$ cat config.mk
export PLATFORM = sky130hd
export DESIGN_NAME = cfg_dispatch
export DESIGN_NICKNAME = d
export VERILOG_FILES = /design/src/rtl/cfg_dispatch.sv
export SDC_FILE = /design/constraint.sdc
export NUM_CORES = 1
export LEC_CHECK = 0
export CORE_AREA = 2 2 211 213
export CTS_CLUSTER_DIAMETER = 200
export DETAILED_ROUTE_END_ITERATION = 10
export DIE_AREA = 0 0 213 215
export DONT_BUFFER_PORTS = 1
export GPL_TIMING_DRIVEN = 0
export PLACE_DENSITY_LB_ADDON = 0.15
export SYNTH_ARGS = -nofsm -noshare
export SYNTH_HDL_FRONTEND = slang
export SYNTH_SLANG_ARGS = --single-unit
$ cat constraint.sdc
create_clock -name sitcp_user_clk -period 5.4 [get_ports sitcp_user_clk]
set_input_delay 0.27 -clock sitcp_user_clk [delete_from_list [all_inputs] [get_ports sitcp_user_clk]]
set_output_delay 0.27 -clock sitcp_user_clk [all_outputs]
set_load 0.01 [all_outputs]
$ cat src/rtl/cfg_dispatch.sv
// Configuration command dispatcher: edge-captures 32-bit RBCP words into a 4-deep FIFO,
// then executes them one at a time as local register accesses or 24-bit mode-0 SPI writes.
module cfg_dispatch #(
  parameter logic [4:0] BOARD_ID = 5'd2,
  parameter int         CLK_DIV  = 4
) (
  input  logic         sitcp_user_clk,
  input  logic         rst_n,
  input  logic         cfg_32_valid,
  input  logic [31:0]  cfg_32_data,
  input  logic [31:0]  cfg_32_addr,
  output logic [255:0] reg_bank,
  output logic [15:0]  rd_data,
  output logic         rd_valid,
  output logic         spi_sclk,
  output logic         spi_mosi,
  output logic         spi_cs_n,
  output logic         busy,
  output logic [7:0]   drop_cnt,
  output logic         ovf,
  output logic [2:0]   dbg_state
);

  typedef enum logic [2:0] {
    S_IDLE, S_DECODE, S_LOCAL, S_SPI_LOAD, S_SPI_SHIFT, S_SPI_END
  } state_t;

  localparam logic [7:0] DIV_LAST = 8'(CLK_DIV - 1);

  state_t       r_state, w_next;
  logic         r_valid_d;
  logic [31:0]  r_fifo [4];
  logic [1:0]   r_wr_ptr, r_rd_ptr;
  logic [2:0]   r_count;
  logic [31:0]  r_cmd;
  logic [15:0]  r_regs [16];
  logic [23:0]  r_shift;
  logic [7:0]   r_div;
  logic [5:0]   r_edges;
  logic         r_sclk, r_cs_n, r_ovf, r_rd_valid;
  logic [15:0]  r_rd_data;
  logic [7:0]   r_drop;

  logic w_push, w_pop, w_push_ok, w_ovf_drop, w_dec_drop, w_empty, w_full;
  logic w_div_done, w_board_bad;
  logic [1:0] w_drop_inc;
  logic [8:0] w_drop_sum;
  logic w_unused;

  // Upstream has no ready: a word is taken on the 0->1 transition of cfg_32_valid only.
  assign w_push      = cfg_32_valid & ~r_valid_d;
  assign w_empty     = (r_count == 3'd0);
  assign w_full      = (r_count == 3'd4);
  assign w_push_ok   = w_push & (~w_full | w_pop);
  assign w_ovf_drop  = w_push & w_full & ~w_pop;
  assign w_div_done  = (r_div == DIV_LAST);
  assign w_board_bad = (r_cmd[28:24] != BOARD_ID) && (r_cmd[28:24] != 5'd0);
  assign w_drop_inc  = {1'b0, w_ovf_drop} + {1'b0, w_dec_drop};
  assign w_drop_sum  = {1'b0, r_drop} + {7'b0, w_drop_inc};
  assign w_unused    = ^{cfg_32_addr, r_cmd[30:29]};

  always_ff @(posedge sitcp_user_clk or negedge rst_n) begin
    if (!rst_n) r_state <= S_IDLE;
    else        r_state <= w_next;
  end

  always_comb begin
    w_next     = r_state;
    w_pop      = 1'b0;
    w_dec_drop = 1'b0;
    case (r_state)
      S_IDLE: begin
        if (!w_empty) begin
          w_pop  = 1'b1;
          w_next = S_DECODE;
        end
      end
      S_DECODE: begin
        if (w_board_bad) begin
          w_dec_drop = 1'b1;
          w_next     = S_IDLE;
        end else if (r_cmd[23:20] == 4'h0) begin
          w_next = S_LOCAL;
        end else if (r_cmd[31]) begin
          w_next = S_SPI_LOAD;
        end else begin
          w_dec_drop = 1'b1;
          w_next     = S_IDLE;
        end
      end
      S_LOCAL:     w_next = S_IDLE;
      S_SPI_LOAD:  w_next = S_SPI_SHIFT;
      S_SPI_SHIFT: if (w_div_done && r_edges == 6'd47) w_next = S_SPI_END;
      S_SPI_END:   if (w_div_done) w_next = S_IDLE;
      default:     w_next = S_IDLE;
    endcase
  end

  always_ff @(posedge sitcp_user_clk or negedge rst_n) begin
    if (!rst_n) begin
      r_valid_d  <= 1'b0;
      r_wr_ptr   <= '0;
      r_rd_ptr   <= '0;
      r_count    <= '0;
      r_cmd      <= '0;
      for (int i = 0; i < 4; i++)  r_fifo[i] <= '0;
      for (int i = 0; i < 16; i++) r_regs[i] <= '0;
      r_shift    <= '0;
      r_div      <= '0;
      r_edges    <= '0;
      r_sclk     <= 1'b0;
      r_cs_n     <= 1'b1;
      r_ovf      <= 1'b0;
      r_rd_valid <= 1'b0;
      r_rd_data  <= '0;
      r_drop     <= '0;
    end else begin
      r_valid_d  <= cfg_32_valid;
      r_rd_valid <= 1'b0;
      if (w_push_ok) begin
        r_fifo[r_wr_ptr] <= cfg_32_data;
        r_wr_ptr         <= r_wr_ptr + 2'd1;
      end
      if (w_pop) begin
        r_cmd    <= r_fifo[r_rd_ptr];
        r_rd_ptr <= r_rd_ptr + 2'd1;
      end
      r_count <= r_count + {2'b0, w_push_ok} - {2'b0, w_pop};
      if (w_ovf_drop) r_ovf <= 1'b1;
      r_drop <= w_drop_sum[8] ? 8'hFF : w_drop_sum[7:0];

      case (r_state)
        S_DECODE: begin
          // Chip select drops together with entering SPI_LOAD so the load cycle is part of the frame.
          if (w_next == S_SPI_LOAD) begin
            r_shift <= r_cmd[23:0];
            r_cs_n  <= 1'b0;
          end
        end
        S_LOCAL: begin
          if (r_cmd[31]) begin
            r_regs[r_cmd[19:16]] <= r_cmd[15:0];
          end else begin
            r_rd_data  <= r_regs[r_cmd[19:16]];
            r_rd_valid <= 1'b1;
          end
        end
        S_SPI_LOAD: begin
          r_div   <= '0;
          r_edges <= '0;
          r_sclk  <= 1'b0;
        end
        S_SPI_SHIFT: begin
          if (w_div_done) begin
            r_div   <= '0;
            r_sclk  <= ~r_sclk;
            r_edges <= r_edges + 6'd1;
            if (r_sclk) r_shift <= {r_shift[22:0], 1'b0};
          end else begin
            r_div <= r_div + 8'd1;
          end
        end
        S_SPI_END: begin
          if (w_div_done) begin
            r_div  <= '0;
            r_cs_n <= 1'b1;
          end else begin
            r_div <= r_div + 8'd1;
          end
        end
        default: ;
      endcase
    end
  end

  always_comb begin
    reg_bank = '0;
    for (int i = 0; i < 16; i++) reg_bank[16*i +: 16] = r_regs[i];
  end

  assign rd_data   = r_rd_data;
  assign rd_valid  = r_rd_valid;
  assign spi_sclk  = r_sclk;
  assign spi_mosi  = r_shift[23];
  assign spi_cs_n  = r_cs_n;
  assign busy      = (r_state != S_IDLE) || !w_empty;
  assign drop_cnt  = r_drop;
  assign ovf       = r_ovf;
  assign dbg_state = r_state;

endmodule

# Word level (Yosys, flattened, before mapping)
# Index checks and enable logic that the tools add are counted.
# op_classes
n_addsub,8
n_lt_le_gt_ge,5
n_eq_ne,14
mux,40
bitwise,13
reduce_logical,21
# op_table
operator,count
bitwise mux 256 bit,1
bitwise mux 128 bit,1
two-way mux 32 bit,3
two-way mux 24 bit,3
binary-select mux 16 bit (select 4 bit),1
binary-select mux 32 bit (select 2 bit),1
demux 16 bit (select 4 bit),1
demux 32 bit (select 2 bit),1
two-way mux 16 bit,3
one-hot mux 24 bit (2 select lines),1
two-way mux 8 bit,2
one-hot mux 8 bit (2 select lines),1
one-hot mux 3 bit (5 select lines),1
one-hot mux 6 bit (2 select lines),1
two-way mux 1 bit,10
adder 8 x 2 -> 9 bit,1
"== test 3 x 2 -> 1 bit, second input constant",3
"== test 3 bit, second input constant",3
two-way mux 3 bit,3
"adder 8 x 1 -> 8 bit, second input constant",1
"== test 8 x 2 -> 1 bit, second input constant",1
"!= test 2 bit, second input constant",4
nonzero test 2 bit,4
"adder 6 x 1 -> 6 bit, second input constant",1
other kinds (30),49
# word_totals
register_bits,493
output_inout_bits,289
wordCells,136

# Longest topological paths before layout
# depth
depth_word,8
mapped_depth,10
mapped_depth_nobuf,9

# Worst setup path before layout
# No wires, ideal clock.
# synth_path
kind,register to register
from,register r_state[0] (netlist: dbg_state[0])
to,register r_count[2]
arrival_time_ns,2.423
t_required_ns,5.277
slack_ns,2.854
stages_incl_launch_ff,11
n_path_buf,1
synth_period_minus_slack_ns,2.546
cell_sequence,dfrtp_1 > buf_6 > or3_4 > a31oi_4 > inv_1 > ha_1 > inv_1 > ha_1 > fa_1 > xnor2_1 > xnor2_1
# synth_between
elab_chain_len,6
# synth_rtl
item,line_no,text
"start, declared",30,"state_t r_state, w_next;"
"start signal, assigned",64,else r_state <= w_next;
zero test 3 bit (*),71,case (r_state)
two-way mux 1 bit (*),71,
OR 1 bit,54,assign w_push_ok = w_push & (~w_full | w_pop);
AND 1 bit,54,
adder 3 x 1 -> 3 bit,128,"r_count <= r_count + {2'b0, w_push_ok} - {2'b0, w_pop};"
subtractor 3 x 1 -> 3 bit (*),128,
"end signal, assigned",128,
"end, declared",34,logic [2:0] r_count;
# Every way passes the cells marked *; elsewhere a longest branch is shown, timed or not.
# A chain may end at the register's enable or synchronous reset.

# Final worst setup path
# layout_path
from,register r_state[2] (netlist: dbg_state[2])
to,register r_count[2]
# layout_between
elab_chain_len,6
# layout_rtl
item,line_no,text
zero test 3 bit (*),71,
two-way mux 1 bit (*),71,
net w_pop,44,"logic w_push, w_pop, w_push_ok, w_ovf_drop, w_dec_drop, w_empty, w_full;"
OR 1 bit,54,
AND 1 bit,54,
adder 3 x 1 -> 3 bit,128,
subtractor 3 x 1 -> 3 bit (*),128,
# Mark *: on every way through the listed nets, which the timed path passes. The rest lies on a longest branch.

==> impl_metrics.tcl <==
set metrics [dict create \
    finalCriticalPeriod_ns 2.77 \
    syn2layout_area_growth_pct 12.7 \
    first_pass_iters 5 \
    port_buffers 0 \
    yosysMostFrequentCell "dfrtp_1" \
    wl_per_cell_um 26.2 \
    yosysWarnings 0 \
    grt_pass1_wl_mm 86.1 \
    fin_cells 2171 \
    initialDrtViolationCount 955 \
    cts_buffer_depth 3 \
    design_area_um2 24200 \
    finalNetCount 1618 \
    synth_top_area_share_pct 55.7 \
    ctsResizeCount 0 \
    setup_viol 0 \
    placed_area_um2 22200 \
    fin_skew_ns 0.0238 \
    ir_drop_v 0.000348 \
    cts_max_level 2 \
    path_class "flop to flop" \
    path_cells "or3_4 -> nor2_2 -> buf_2 -> ha_1 -> inv_1 -> ha_1 -> fa_1 -> xnor2_1 -> xnor2_1" \
    crit_required_ns 5.87 \
    synth_edf_count 0 \
    clk_pin_slew_ns 0.06 \
    grt_util_all_layers_pct 24.9 \
    crit_family "simple AND/OR/NAND/NOR gates" \
    critPathCaptureType "flop" \
    min_path_type "primary input to async pin" \
    power_leakage_nw 11.3 \
    violations "hold timing, slew limit" \
    path_buf_inv 2 \
    initial_core_util_pct 49.1 \
    placed_cells 2049 \
    dp_hpwl_mm 41.1 \
    grt_start_max_net_pins 479 \
    synth.area.top_cells "dfrtp_1, mux2_2, mux4_2, mux2i_1, o22ai_1" \
    drt.antenna.violating_nets 0 \
    syn_area_per_cell_um2 14.7 \
    yosys.area.top_type "dfrtp_1" \
    status "finished, violations left" \
    synthCells 1457 \
    cts_inserted_buffers 51 \
    drive_gt1_share_pct 42.4 \
    clkSinkCount 478 \
    ios 356 \
    cp-startpoint "dbg_state[2]" \
    maxSlewViolCount 109 \
    rows 77 \
    min_period_over_period_pct 51.3 \
    synth_area_um2 21400 \
    fillers 3654 \
    final-hold-violation-count 477 \
    maxCapViolCount 0 \
    drc_errors 0 \
    holdWs_ns -0.612 \
    vias_per_cell 5.80 \
    vias 12600 \
    hold_buffers 30 \
    ys_ff_latch 478 \
    antenna_found_initial 4 \
    r2r_slack_ns 2.63 \
    slew_headroom_pct -8.75 \
    cp.arrival_ns 3.24 \
    cts_setup_buffers 0 \
    root_buffer "clkbuf_16" \
    clock.fmax_ghz 0.361 \
    core_area_um2 43600 \
    die_x_um 213 \
    crit_fanout 10 \
    multiInputGateArea_um2 8870 \
    tightest_slew_ns 1.63 \
    synth_ff_type "dfrtp_1" \
    die_y_um 215 \
    critPathSlowestCell "dfrtp_1" \
    ys_seq_area_share_pct 55.8 \
    p_per_area_nw_per_um2 479 \
    tns_ns 0 \
    r2r-start "dbg_state[2]" \
    cts_tree "built" \
    regArea_um2 12000 \
    gp_congestion 0.818 \
    routed_wirelength_mm 56.8 \
    synth_nets 1535 \
    yosysUniqueCellTypes 61 \
    insertion_delay_ns 0.60 \
    overflow 0 \
    grt_pass1_vias 13300 \
    synth_common_cells "dfrtp_1, mux2_2, mux2i_1, nor2_1, mux4_2" \
    crit_path_start_kind "flop" \
    cp_slowest_stage_delay_ns 0.52 \
    rsz0062_at_grt "false" \
    ys_async_sr_fraction_pct 100 \
    die_area_um2 45800 \
]
[registers in the layout, indices dropped and copies added, names as in the netlist]
name / cells
spi_sclk: 1
dbg_state: 3
r_wr_ptr: 2
spi_cs_n: 1
r_edges: 6
r_cmd: 29
r_shift: 24
r_valid_d: 1
r_div: 8
drop_cnt: 8
r_rd_ptr: 2
r_fifo: 116
reg_bank: 256
r_count: 3
ovf: 1
rd_valid: 1
rd_data: 16
[logic make-up after synthesis]
group	count (synthesis)	share of synthesized area, %
xor gates and xnor gates	6	0.245
DFF	478	55.8
and+or+nand+nor	145	3.89
buffers and inverters	109	2.85
muxes	590	32.9
AOI/OAI and AO/OA	118	3.59
adders and majority gates	11	0.712
[power by group]
part / total (mW) / switching (mW) / leakage (nW) / internal, mW
clock network: 3.51 / 1.43 / 0.831 / 2.07
logic: 3.02 / 1.48 / 4.10 / 1.54
registers: 5.05 / 0.702 / 6.32 / 4.35
total: 11.6 / 3.62 / 11.3 / 7.96
[through the flow]
step	util (%)	total power, mW	worst slack, ns
2_1_floorplan	-	7.12	2.85
3_3_place_gp	50.8	8.04	2.61
3_5_place_dp	50.8	8.14	2.58
4_1_cts	55.3	11.7	2.57
5_1_grt	55.4	12.2	2.44
6_report	55.4	11.6	2.63
[path summary, 6_finish.rpt]
kind / to / cells past startpoint
worst min register to register: r_fifo[58] / 1
max in group asynchronous: r_fifo[108] / 0
worst max register to register: r_count[2] / 9
worst max-delay path: r_count[2] / 9
min in group sitcp_user_clk: r_wr_ptr[0] / 3
worst min-delay path: reg_bank[242] / 0
[routing by layer]
layer  part of all wire, %  global-route usage, %
met3                   7.4                   7.18
met1                    41                   31.6
met4                   3.1                   8.76
met5                 0.047                      0
met2                    48                   40.9
[cell usage in the layout (no fill, tap or decap), types with 4 or more instances in the layout]
master	synthesis	layout
and3_1	8	8
clkbuf_1	39	48
mux2_2	441	441
o21ai_0	26	26
buf_6	15	15
nand2b_1	6	6
bufinv_16	0	4
dfrtp_1	477	477
mux4_2	45	45
nand2_2	16	16
xnor2_1	4	4
nand3_1	11	11
nor3_1	4	4
ha_1	9	9
clkinv_2	0	11
buf_4	13	13
a21oi_1	11	11
nand2_1	16	16
clkbuf_16	0	51
a221oi_1	16	16
nor2_1	46	46
nor2b_1	6	6
buf_2	32	32
inv_1	9	9
mux2_4	8	8
clkbuf_8	0	11
mux2i_1	96	96
a31oi_1	20	20
o22ai_1	33	33
dlygate4sd3_1	0	30
[layout make-up]
| cell class | count | share of cell area [%] |
|---|---|---|
| Inverter | 9 | 0.140 |
| Buffer | 100 | 2.39 |
| Clock inverter | 19 | 0.865 |
| Clock buffer | 71 | 6.05 |
| Timing Repair Buffer | 30 | 1.24 |
| Sequential cell | 478 | 49.5 |
| Multi-Input combinational cell | 870 | 36.7 |
| Tap cell | 592 | 3.07 |
| Antenna cell | 2 | 0.0207 |
(Power assumes the default switching activity.)
